$ cat src/rtl/rand_arbiter_if.sv
// Request/grant bus between rand_arbiter and its consumers.
// master: arbiter side. slave: consumer side. Carries req/gnt/valid/data and seed load.
interface rand_arbiter_if #(
  parameter int N_REQ = 4
);
  logic [N_REQ-1:0] req;
  logic [N_REQ-1:0] gnt;
  logic             valid;
  logic [15:0]      data;
  logic             seed_we;
  logic [15:0]      seed_in;

  modport master (
    input  req,
    input  seed_we,
    input  seed_in,
    output gnt,
    output valid,
    output data
  );

  modport slave (
    output req,
    output seed_we,
    output seed_in,
    input  gnt,
    input  valid,
    input  data
  );
endinterface

$ cat src/rtl/rand_arbiter.sv
// Round-robin arbiter sharing one 16-bit Galois LFSR (mask B400) between N_REQ requesters.
// Ports: clk, rst (async active-low), bus (req/gnt/valid/data/seed_we/seed_in). Seed load needs RAND_ARB_SEED_EN.
module rand_arbiter #(
  parameter int          N_REQ  = 4,
  parameter logic [15:0] SEED   = 16'hACE1,
  parameter int          WARMUP = 16,
  parameter int          STEPS  = 4
) (
  input logic            clk,
  input logic            rst,
  rand_arbiter_if.master bus
);
  localparam int PW = (N_REQ > 1) ? $clog2(N_REQ) : 1;
  localparam logic [15:0] WU = 16'(WARMUP);
  localparam logic [15:0] SU = 16'(STEPS);
  localparam logic [PW-1:0] LAST = PW'(N_REQ - 1);

  typedef enum logic [1:0] {
    S_WARM,
    S_READY,
    S_ADV
  } state_t;

  state_t           st;
  logic [15:0]      lfsr;
  logic [15:0]      lfsr_nx;
  logic [15:0]      cnt;
  logic [15:0]      cnt_nx;
  logic [PW-1:0]    rr;
  logic [PW-1:0]    rr_nx;
  logic [PW-1:0]    win;
  logic             found;
  logic [N_REQ-1:0] oh;
  logic [N_REQ-1:0] gnt_q;
  logic             valid_q;
  logic [15:0]      data_q;

  function automatic logic [15:0] lfsr_step(
    input logic [15:0] v
  );
    return v[0] ? ((v >> 1) ^ 16'hB400) : (v >> 1);
  endfunction

  assign lfsr_nx = lfsr_step(lfsr);
  assign cnt_nx  = cnt + 16'd1;

  // First requester at or above rr, wrapping.
  always_comb begin
    int j;
    j     = 0;
    win   = '0;
    found = 1'b0;
    for (int i = 0; i < N_REQ; i++) begin
      j = int'(rr) + i;
      if (j >= N_REQ) j = j - N_REQ;
      if (!found && bus.req[j]) begin
        found = 1'b1;
        win   = PW'(j);
      end
    end
  end

  always_comb begin
    oh      = '0;
    oh[win] = 1'b1;
  end

  assign rr_nx = (win == LAST) ? '0 : win + 1'b1;

`ifndef RAND_ARB_SEED_EN
  logic unused_seed;
  assign unused_seed = ^{bus.seed_we, bus.seed_in};
`endif

  always_ff @(posedge clk or negedge rst) begin
    if (!rst) begin
      st      <= S_WARM;
      lfsr    <= SEED;
      cnt     <= '0;
      rr      <= '0;
      gnt_q   <= '0;
      valid_q <= 1'b0;
      data_q  <= 16'h0000;
    end else begin
      gnt_q   <= '0;
      valid_q <= 1'b0;
`ifdef RAND_ARB_SEED_EN
      if (bus.seed_we) begin
        // Zero seed would lock the LFSR.
        lfsr <= (bus.seed_in == 16'h0000) ? SEED : bus.seed_in;
        st   <= S_WARM;
        cnt  <= '0;
      end else
`endif
      begin
        unique case (st)
          S_WARM: begin
            if (cnt < WU) begin
              lfsr <= lfsr_nx;
              cnt  <= cnt_nx;
              if (cnt_nx == WU) st <= S_READY;
            end else begin
              st <= S_READY;
            end
          end
          S_READY: begin
            if (found) begin
              gnt_q   <= oh;
              valid_q <= 1'b1;
              data_q  <= lfsr;
              rr      <= rr_nx;
              cnt     <= '0;
              st      <= S_ADV;
            end
          end
          S_ADV: begin
            lfsr <= lfsr_nx;
            cnt  <= cnt_nx;
            if (cnt_nx >= SU) st <= S_READY;
          end
          default: st <= S_WARM;
        endcase
      end
    end
  end

  assign bus.gnt   = gnt_q;
  assign bus.valid = valid_q;
  assign bus.data  = data_q;
endmodule

$ cat src/flat_wrapper.sv
// flat-port wrapper written by rule: the top's interface ports become plain ports
module rand_arbiter_flat 
#(
  parameter int          N_REQ  = 4,
  parameter logic [15:0] SEED   = 16'hACE1,
  parameter int          WARMUP = 16,
  parameter int          STEPS  = 4
)
  (clk, rst, bus_req, bus_seed_we, bus_seed_in, bus_gnt, bus_valid, bus_data);
  rand_arbiter_if #(.N_REQ(N_REQ)) bus_i ();
  input logic clk;
  input logic rst;
  input wire logic [$bits(bus_i.req)-1:0] bus_req;
  input wire logic [$bits(bus_i.seed_we)-1:0] bus_seed_we;
  input wire logic [$bits(bus_i.seed_in)-1:0] bus_seed_in;
  output wire logic [$bits(bus_i.gnt)-1:0] bus_gnt;
  output wire logic [$bits(bus_i.valid)-1:0] bus_valid;
  output wire logic [$bits(bus_i.data)-1:0] bus_data;
  assign bus_i.req = bus_req;
  assign bus_i.seed_we = bus_seed_we;
  assign bus_i.seed_in = bus_seed_in;
  assign bus_gnt = bus_i.gnt;
  assign bus_valid = bus_i.valid;
  assign bus_data = bus_i.data;
  rand_arbiter #(.N_REQ(N_REQ), .SEED(SEED), .WARMUP(WARMUP), .STEPS(STEPS)) u_core (.clk(clk), .rst(rst), .bus(bus_i));
endmodule
$ cat config.mk
export PLATFORM = sky130hd
export DESIGN_NAME = rand_arbiter_flat
export DESIGN_NICKNAME = d
export VERILOG_FILES = /design/src/rtl/rand_arbiter_if.sv /design/src/rtl/rand_arbiter.sv /design/src/flat_wrapper.sv
export SDC_FILE = /design/constraint.sdc
export NUM_CORES = 1
export LEC_CHECK = 0
export ABC_AREA = 1
export BUFFER_PORTS_ARGS = -buffer_cell sky130_fd_sc_hd__buf_2
export CORE_MARGIN = 2
export CORE_UTILIZATION = 56
export CTS_BUF_LIST = sky130_fd_sc_hd__clkbuf_8
export CTS_CLUSTER_SIZE = 25
export DETAILED_ROUTE_END_ITERATION = 10
export PLACE_DENSITY = 0.79
export SLEW_MARGIN = 20
export SYNTH_ARGS = -nofsm -noshare
export SYNTH_HDL_FRONTEND = slang
export SYNTH_SLANG_ARGS = --single-unit
export TNS_END_PERCENT = 10
$ cat constraint.sdc
create_clock -name clk -period 5.28 [get_ports clk]
set_input_delay 1.584 -clock clk [delete_from_list [all_inputs] [get_ports clk]]
set_output_delay 1.584 -clock clk [all_outputs]
set_load 0.1 [all_outputs]
==> flow_summary.json, run 1 <==
{
  "worstSetupEndpointType": "register",
  "maxSlewHeadroom_pct": 54.3,
  "grt_overflow": 0,
  "drc_errors": 0,
  "nets": 431,
  "fin_crit_ns": 3.01,
  "hold_ws_ns": 0.484,
  "cp_data_arrival_time_ns": 3.19,
  "avgSynthCellArea_sq_um": 7.76,
  "vias_per_cell": 5.22,
  "cp.required_ns": 5.46,
  "tns_ns": 0,
  "grt_max_degree": 58,
  "slew_violations": 0,
  "netlist.area_leader.share_pct": 42.2,
  "io-pin-count": 44,
  "grt_pass1_vias": 2272,
  "ant_nets": 0,
  "critical_path.startpoint_type": "input pin",
  "antenna_found_initial": 0,
  "outcome": "finished, final reports clean",
  "synth_fp_nets": 402,
  "yosys_warnings": 0,
  "finalHoldViolations": 0,
  "synth_flop_cell": "dfrtp_1",
  "numCtsBuffers": 9,
  "cts.htree.levels": 3,
  "first_pass_iters": 4,
  "drtIter0Drc": 207,
  "path_clk_slew_ns": 0.07,
  "synth.distinct_cells": 29,
  "peakVddDrop_mv": 0.314,
  "core_area_sq_um": 5040,
  "drive_gt1_share_pct": 15.7,
  "clock.fmax_mhz": 332,
  "port_buffers": 26,
  "num_vias": 2493,
  "p_leak_nw": 1.56,
  "fill_cells": 434,
  "p_per_area_nw_per_um2": 470,
  "yosysTopAreaCell": "dfrtp_1",
  "cts_tree": "yes",
  "cts_setup_buffers": 0,
  "cts.sinks": 57,
  "cap_violations": 0,
  "path_max_fanout": 39,
  "worstSetupPathType": "input pin to register",
  "dp_hpwl_mm": 3.95,
  "synth_edf_count": 0,
  "ys_seq_area_share_pct": 49.5,
  "die_x_microns": 76.0,
  "setup_slack_ns": 2.27,
  "rows": 26,
  "fin_skew_ns": 0.00935,
  "netlist_area_sq_um": 2900,
  "synthTopCellsByArea": "dfrtp_1 42%, nand2_1 15%, dfstp_2 7.2%",
  "yosys-top-cells-count": "116 x nand2_1, 49 x dfrtp_1, 42 x inv_1",
  "synth_async_sr_flop_share_pct": 100,
  "grt_first_pass_wirelength_mm": 10.1,
  "rsz0062_at_grt": "false",
  "start_util_pct": 57.6,
  "clk_latency_ns": 0.34,
  "min_path_type": "register to register",
  "clock_path_buffers": 2,
  "wl_mm": 5.84,
  "ys_ff_latch": 57,
  "placed_area_sq_um": 3070,
  "ctsHoldBuffers": 0,
  "fin_crit_sh_pct": 57.0,
  "globalplace.congestion": 0.870,
  "cts_resized": 0,
  "track_usage_pct": 22.0,
  "setup_violations": 0,
  "fin_area_sq_um": 3250,
  "synthCells": 374,
  "place_ws_ns": 1.56,
  "post_drt_wl_per_cell_microns": 12.2,
  "area_growth_pct": 12.0,
  "cts_root_buffer": "clkbuf_8",
  "die_area_sq_um": 5780,
  "synthMostInstantiatedCell": "nand2_1",
  "die_h_microns": 76.0,
  "worst_pin_slew_ns": 0.685,
  "diodes": 0
}
## where the power goes
part	total, mW	switching, mW	internal (mW)
sequential	0.534	0.0515	0.483
clock	0.375	0.182	0.194
combinational	0.620	0.455	0.165
total	1.53	0.688	0.842
## final timing paths
| kind | startpoint | endpoint | slack, ns | depth (start not counted) |
|---|---|---|---|---|
| worst min register to register | u_core.bus.data[14]$_DFFE_PN0P_ | u_core.bus.data[14]$_DFFE_PN0P_ | 0.48 | 2 |
| max in group asynchronous | rst | u_core.cnt[4]$_DFFE_PN0P_ | 3.45 | 2 |
| worst min-delay path | u_core.bus.data[14]$_DFFE_PN0P_ | u_core.bus.data[14]$_DFFE_PN0P_ | 0.48 | 2 |
| min in group asynchronous | rst | u_core.bus.data[4]$_DFFE_PN0P_ | 1.37 | 2 |
| worst max register to register | u_core.rr[0]$_DFFE_PN0P_ | u_core.bus.data[1]$_DFFE_PN0P_ | 2.97 | 8 |
| worst max-delay path | bus_req[2] | u_core.bus.data[1]$_DFFE_PN0P_ | 2.27 | 11 |
## through the flow
step,power (mW),util [%],cells
global placement,1.14,60.8,462
CTS,1.54,64.5,478
floorplan,1.07,-,374
finish,1.53,64.5,478
detailed placement,1.16,60.8,462
global route,1.65,64.5,478
## flip-flops by register name, indices dropped and copies added (netlist names)
register          flops
u_core.lfsr          16
u_core.bus.valid      1
u_core.rr             2
u_core.bus.data      16
u_core.cnt           16
u_core.bus.gnt        4
u_core.st             2
## critical path: stages
cell,delay [ns]
buf_2,0.09
inv_1,0.06
nand2_1,0.05
o21ai_1,0.13
nand2_1,0.08
o21ai_1,0.11
nand2_1,0.10
nor2_2,0.11
nand2_1,0.11
nand2_2,0.50
o21ai_0,0.24
## logic make-up after synthesis
kind of cell | after synthesis | share of synthesized area [%]
buffers and inverters | 58 | 8.62
AO/OA/AOI/OAI | 66 | 12.2
flip-flops | 57 | 49.5
AND/OR/NAND/NOR | 181 | 25.5
XOR/XNOR | 7 | 2.11
adder cells (fa/ha/maj) | 5 | 2.15
## layer usage
metal	wire [microns]	vias to the layer above	GRT usage [%]
met5	0	-	0
met4	140	0	10.9
met3	326	15	5.92
met2	2760	76	34.6
met1	2620	1159	28.3
li1	-	1243	-
## cell type report
type / count / area, sq um / area share, %
clock buffers: 11 / 151 / 4.65
flip-flops and latches: 57 / 1440 / 44.2
well taps: 70 / 87.6 / 2.69
repair buffers: 28 / 145 / 4.46
clock inverters: 5 / 32.5 / 1.00
multi-input cells: 259 / 1220 / 37.5
inverters: 48 / 180 / 5.54
## layout by cell type, fill, tap and decap left out, types with 2 or more instances in the layout
cell type | Yosys | final
dfrtp_1 | 49 | 49
buf_2 | 2 | 26
o21ai_1 | 17 | 17
clkbuf_8 | 0 | 11
dfstp_2 | 8 | 8
nand2_2 | 1 | 2
ha_1 | 5 | 5
a21oi_1 | 3 | 3
buf_4 | 0 | 2
xnor2_1 | 5 | 5
inv_1 | 42 | 43
nor4_1 | 3 | 3
o21ai_2 | 4 | 4
nand2_1 | 116 | 115
nand3_1 | 16 | 16
inv_2 | 5 | 5
o21ai_0 | 39 | 39
xor2_1 | 2 | 2
nor2_1 | 35 | 35
clkinvlp_4 | 0 | 2
nand4_1 | 6 | 6
Power figures use the tool's default switching activity.
==> inputs of run 2 (changes only) <==
==> constraint.sdc (replaced) <==
create_clock -name clk -period 2.9 [get_ports clk]
set_input_delay 0.87 -clock clk [delete_from_list [all_inputs] [get_ports clk]]
set_output_delay 0.87 -clock clk [all_outputs]
set_load 0.1 [all_outputs]
==> run 2 against run 1 <==
  * Cell area is 1.3% higher
  * Clock power grew 96%
  * Combinational power rose by 87%
  * Final cell count is 0.21% higher
  * Die area is the same
  * Clock skew is 0.00068 ns lower
  * Via count is 1.8% lower
  * Critical path depth is 1 higher
  * Sequential cell count unchanged
  * Sequential power up 82%
  * Setup slack lost 1.6 ns
  * Global-route usage shrank 0.75 points
==> flow_summary.json, run 2 (synthesized netlist as in run 1, its figures left out) <==
{
  "p_per_area_nw_per_um2": 870,
  "rows": 26,
  "grt_max_degree": 36,
  "clock.fmax_mhz": 455,
  "fin_crit_sh_pct": 75.8,
  "start_util_pct": 57.6,
  "dp_hpwl_mm": 4.06,
  "cts.htree.levels": 3,
  "area_growth_pct": 13.4,
  "clock_path_buffers": 2,
  "cts.sinks": 57,
  "outcome": "finished, final reports clean",
  "cts_setup_buffers": 0,
  "ant_nets": 0,
  "path_max_fanout": 7,
  "antenna_found_initial": 0,
  "critPathMaxStageDelay_ns": 0.47,
  "p_total_mw": 2.86,
  "wl_mm": 5.65,
  "nets": 432,
  "maxSlewHeadroom_pct": 57.6,
  "worstSetupEndpointType": "register",
  "rr_worst_depth": 12,
  "cts_resized": 0,
  "critPathLaunch": "u_core.cnt[0]$_DFFE_PN0P_",
  "crit_slowest_cell": "dfrtp_1",
  "io-pin-count": 44,
  "placed_area_sq_um": 3100,
  "reg2reg_to": "u_core.st[0]$_DFFE_PN0P_",
  "critPathBufInv": 1,
  "die_h_microns": 76.0,
  "min_path_type": "register to register",
  "pwr-share-clk_pct": 25.7,
  "diodes": 0,
  "p_sw_mw": 1.26,
  "final_common_cell": "nand2_1",
  "rrSetupSlack_ns": 0.70,
  "tns_ns": 0,
  "worstSetupPathType": "register to register",
  "numCtsBuffers": 9,
  "power_frac_seq_pct": 33.9,
  "worstPathCellList": "ha_1, nand2_1, nor2_1, nand3_1, nand2_1, nand2_1, nor2_1, nand3_1, nand2_1, inv_1, nand3_1, nand2_1",
  "cts_tree": "yes",
  "rsz0062_at_grt": "false",
  "swShare_pct": 43.9,
  "grt_overflow": 0,
  "first_pass_iters": 4,
  "cts_root_buffer": "clkbuf_8",
  "die_area_sq_um": 5780,
  "drive_gt1_share_pct": 15.6,
  "drtIter0Drc": 154,
  "vias_per_cell": 5.11,
  "reg2reg_from": "u_core.cnt[0]$_DFFE_PN0P_",
  "setup_violations": 0,
  "fin_area_sq_um": 3290,
  "crit_family": "simple AND/OR/NAND/NOR gates",
  "post_drt_wl_per_cell_microns": 11.8,
  "finalHoldViolations": 0,
  "globalplace.congestion": 0.904,
  "peakVddDrop_mv": 0.718,
  "critical_path.most_common_cell": "nand2_1",
  "path_clk_slew_ns": 0.07,
  "cap_violations": 0,
  "grt_pass1_vias": 2253,
  "path_depth": 12,
  "core_area_sq_um": 5040,
  "grt_first_pass_wirelength_mm": 9.80,
  "clk_latency_ns": 0.34,
  "fin_skew_ns": 0.00867,
  "worst_pin_slew_ns": 0.636,
  "p_leak_nw": 1.58,
  "combinationalPowerShare_pct": 40.4,
  "die_x_microns": 76.0,
  "port_buffers": 26,
  "cp.required_ns": 3.13,
  "ctsHoldBuffers": 0,
  "internal_power_mw": 1.61,
  "track_usage_pct": 21.2,
  "drc_errors": 0,
  "slew_violations": 0,
  "layout_common_cells": "116 x nand2_1, 49 x dfrtp_1, 43 x inv_1, 39 x o21ai_0, 35 x nor2_1",
  "critical_path.startpoint_type": "register",
  "cp_data_arrival_time_ns": 2.43,
  "endpoint": "u_core.st[0]$_DFFE_PN0P_",
  "num_vias": 2448,
  "fin_crit_ns": 2.20
}
[run 2: worst register-to-register path: cells and delay by family, from the launching register on]
kind	cells	cell delay [ns]
adder cells (fa/ha/maj)	1	0.24
buffers and inverters	1	0.04
flip-flops	1	0.47
AND/OR/NAND/NOR	10	1.34
[run 2: power groups by stage]
stage / registers (mW) / logic [mW] / clock network [mW]
floorplan: 1.13 / 0.813 / 0
global placement: 0.981 / 1.13 / 0
detailed placement: 0.986 / 1.17 / 0
CTS: 0.973 / 1.17 / 0.740
global route: 0.991 / 1.31 / 0.779
finish: 0.971 / 1.16 / 0.735
[run 2: area by class of cell]
type                    count  area, sq um
clock buffers               9          124
repair buffers             29          178
inverters                  48          180
fillers                   420         1750
multi-input cells         259         1220
well taps                  70         87.6
flip-flops and latches     57         1440
clock inverters             7         71.3
[run 2: worst min path at each step]
stage / from / end / slack, ns / depth (start not counted)
global placement: u_core.bus.data[14]$_DFFE_PN0P_ / u_core.bus.data[14]$_DFFE_PN0P_ / 0.46 / 2
finish: u_core.bus.data[8]$_DFFE_PN0P_ / u_core.bus.data[8]$_DFFE_PN0P_ / 0.48 / 2
global route: u_core.lfsr[13]$_DFFE_PN1P_ / u_core.lfsr[13]$_DFFE_PN1P_ / 0.51 / 2
CTS: u_core.bus.data[8]$_DFFE_PN0P_ / u_core.bus.data[8]$_DFFE_PN0P_ / 0.49 / 2
floorplan: u_core.lfsr[1]$_DFFE_PN0P_ / u_core.lfsr[1]$_DFFE_PN0P_ / 0.45 / 2
detailed placement: u_core.bus.data[8]$_DFFE_PN0P_ / u_core.bus.data[8]$_DFFE_PN0P_ / 0.47 / 2
[run 2: per-stage QoR]
step                      util (%)  std cells  hold slack (ns)  worst slack, ns
after detailed placement      61.5        463            0.468            0.356
after global routing          65.3        479            0.511            0.465
after CTS                     65.3        479            0.487            0.712
final                         65.3        479            0.482            0.701
after floorplan                  -        374            0.453            0.696
after global placement        61.5        463            0.462            0.445
[run 2: metal layers]
layer  up-vias  GRT usage [%]  share of wire, %
met5         -              0                 0
met3         6           4.27               3.2
li1       1250              -                 -
met4         0           10.4               1.5
met1      1147           26.9                47
met2        45           35.0                49
==> inputs of run 3 (changes only) <==
==> constraint.sdc (replaced) <==
create_clock -name clk -period 2.1 [get_ports clk]
set_input_delay 0.63 -clock clk [delete_from_list [all_inputs] [get_ports clk]]
set_output_delay 0.63 -clock clk [all_outputs]
set_load 0.1 [all_outputs]
==> run 3 against run 2 <==
  * Clock power rose by 31%
  * Utilization rose by 3.8 points
  * Maximum frequency is 9.8% higher
  * Critical endpoint is now u_core.rr[1]$_DFFE_PN0P_
  * Cell area rose by 5.8%
  * Worst hold slack got worse by 0.19 ns
  * Clock-buffer cell count is the same
  * Die area is the same
  * Sequential share of layout area down 2.3 points
  * Via count grew 3.2%
  * Largest cell class unchanged
  * Critical path depth unchanged
==> flow_summary.json, run 3 (synthesized netlist as in run 1, its figures left out) <==
{
  "outcome": "finished, final reports clean",
  "port_buffers": 26,
  "core_area_sq_um": 5040,
  "die_area_sq_um": 5780,
  "die_x_microns": 76.0,
  "grt_overflow": 0,
  "wl_mm": 6.14,
  "clk_latency_ns": 0.33,
  "grt_max_degree": 29,
  "rsz0062_at_grt": "true",
  "grt_first_pass_wirelength_mm": 10.5,
  "path_max_fanout": 5,
  "power_frac_seq_pct": 29.9,
  "cts.htree.levels": 3,
  "pwr-share-clk_pct": 21.7,
  "fill_cells": 393,
  "swShare_pct": 43.0,
  "first_pass_iters": 4,
  "drive_gt1_share_pct": 22.8,
  "fin_area_sq_um": 3490,
  "dp_cells": 475,
  "worstSetupEndpointType": "register",
  "grt_pass1_vias": 2426,
  "fin_crit_sh_pct": 95.4,
  "setup_violations": 0,
  "p_sw_mw": 1.91,
  "globalplace.congestion": 0.900,
  "start_util_pct": 57.6,
  "tns_ns": 0,
  "min_path_type": "input pin to async pin",
  "vias_per_cell": 5.10,
  "fin_skew_ns": 0.00888,
  "clock.fmax_mhz": 499,
  "track_usage_pct": 22.4,
  "p_total_mw": 4.45,
  "multi_input_area_sq_um": 1300,
  "internal_power_mw": 2.54,
  "cts_tree": "yes",
  "final_cells": 495,
  "p_leak_nw": 1.67,
  "clock_path_buffers": 2,
  "worst_pin_slew_ns": 0.578,
  "ant_nets": 0,
  "cap_violations": 0,
  "combinationalPowerShare_pct": 48.5,
  "cts.sinks": 57,
  "peakVddDrop_mv": 0.819,
  "critPathMaxStageDelay_ns": 0.45,
  "antenna_found_initial": 0,
  "rows": 26,
  "p_per_area_nw_per_um2": 1280,
  "placed_area_sq_um": 3180,
  "worstPathCellList": "buf_4, xnor2_4, nor2_1, a21oi_2, inv_1, nand2_1, o2111ai_1, o21ai_2, inv_1, ha_1, nand2_1, o21ai_1",
  "area_growth_pct": 20.1,
  "regArea_sq_um": 1440,
  "numCtsBuffers": 9,
  "maxSlewHeadroom_pct": 61.5,
  "cp.required_ns": 2.32,
  "cts_root_buffer": "clkbuf_8",
  "path_clk_slew_ns": 0.07,
  "fin_crit_ns": 2.00,
  "layout_common_cells": "115 x nand2_1, 47 x dfrtp_1, 43 x inv_1, 39 x o21ai_0, 28 x nor2_1",
  "die_h_microns": 76.0,
  "drtIter0Drc": 174,
  "drc_errors": 0,
  "io-pin-count": 44,
  "finalHoldViolations": 0,
  "final_common_cell": "nand2_1",
  "nets": 448,
  "post_drt_wl_per_cell_microns": 12.4,
  "crit_slowest_cell": "dfrtp_2",
  "num_vias": 2526,
  "dp_hpwl_mm": 4.32,
  "worstSetupPathType": "register to register",
  "critical_path.startpoint_type": "register",
  "cp_data_arrival_time_ns": 2.22,
  "slew_violations": 0,
  "diodes": 0
}
-- run 3: cell types whose count changed in the layout (fill, tap and decap cells not counted), sizes merged --
cell,change
buf,+16
clkinvlp,-1
clkinv,+1
-- run 3: timing repair --
item                                    4_1_cts  5_1_grt
hold buffers                                  0        0
gates resized for setup                       2       25
endpoints found under the setup margin        2       19
pin swaps                                     0        3
buffers inserted                              0        4
-- run 3: power groups by stage --
stage / clock network [mW] / registers, mW / logic [mW]
2_1_floorplan: 0 / 1.56 / 1.12
3_3_place_gp: 0 / 1.34 / 1.81
3_5_place_dp: 0 / 1.35 / 1.88
4_1_cts: 0.979 / 1.34 / 1.90
5_1_grt: 1.03 / 1.34 / 2.39
6_report: 0.965 / 1.33 / 2.16
-- run 3: layout make-up --
cell class / count / area share (%)
Clock buffer: 9 / 3.55
Clock inverter: 7 / 1.83
Inverter: 48 / 5.17
Multi-Input combinational cell: 259 / 37.4
Sequential cell: 57 / 41.3
Tap cell: 70 / 2.51
Timing Repair Buffer: 45 / 8.29
-- run 3: final timing paths --
kind                                                   to  cells past startpoint                            from  slack (ns)
max                              u_core.rr[1]$_DFFE_PN0P_                     12        u_core.rr[0]$_DFFE_PN0P_         0.1
min                           u_core.lfsr[14]$_DFFE_PN0P_                      1                             rst        0.29
max reg2reg                      u_core.rr[1]$_DFFE_PN0P_                     12        u_core.rr[0]$_DFFE_PN0P_         0.1
min reg2reg                u_core.bus.data[7]$_DFFE_PN0P_                      2  u_core.bus.data[7]$_DFFE_PN0P_        0.48
max in group asynchronous      u_core.lfsr[5]$_DFFE_PN1P_                      2                             rst        1.18
min in group clk           u_core.bus.data[7]$_DFFE_PN0P_                      2  u_core.bus.data[7]$_DFFE_PN0P_        0.48
-- run 3: metrics by stage --
step | util [%] | setup WS (ns) | hold slack (ns)
after CTS | 66.9 | 0.0852 | 0.304
after global placement | 63.0 | -0.0511 | 0.460
after floorplan | - | 0.136 | 0.334
after global routing | 69.2 | -0.0338 | 0.329
final | 69.2 | 0.0970 | 0.292
after detailed placement | 63.0 | -0.160 | 0.469
-- run 3: worst max-delay path, delay by kind of cell (launching register included) --
family	cells	cell delay, ns
buf+inv	3	0.31
xor+xnor	1	0.19
flops	1	0.45
simple gates	3	0.24
compound gates	4	0.42
fa+ha+maj	1	0.29
-- run 3: routing by layer --
| layer | up-vias | track usage (%) | share of wire, % |
|---|---|---|---|
| met1 | 1177 | 28.9 | 45 |
| li1 | 1282 | - | - |
| met3 | 7 | 6.16 | 4.5 |
| met2 | 60 | 37.1 | 50 |
| met4 | 0 | 7.09 | 1.1 |
| met5 | - | 0 | 0 |
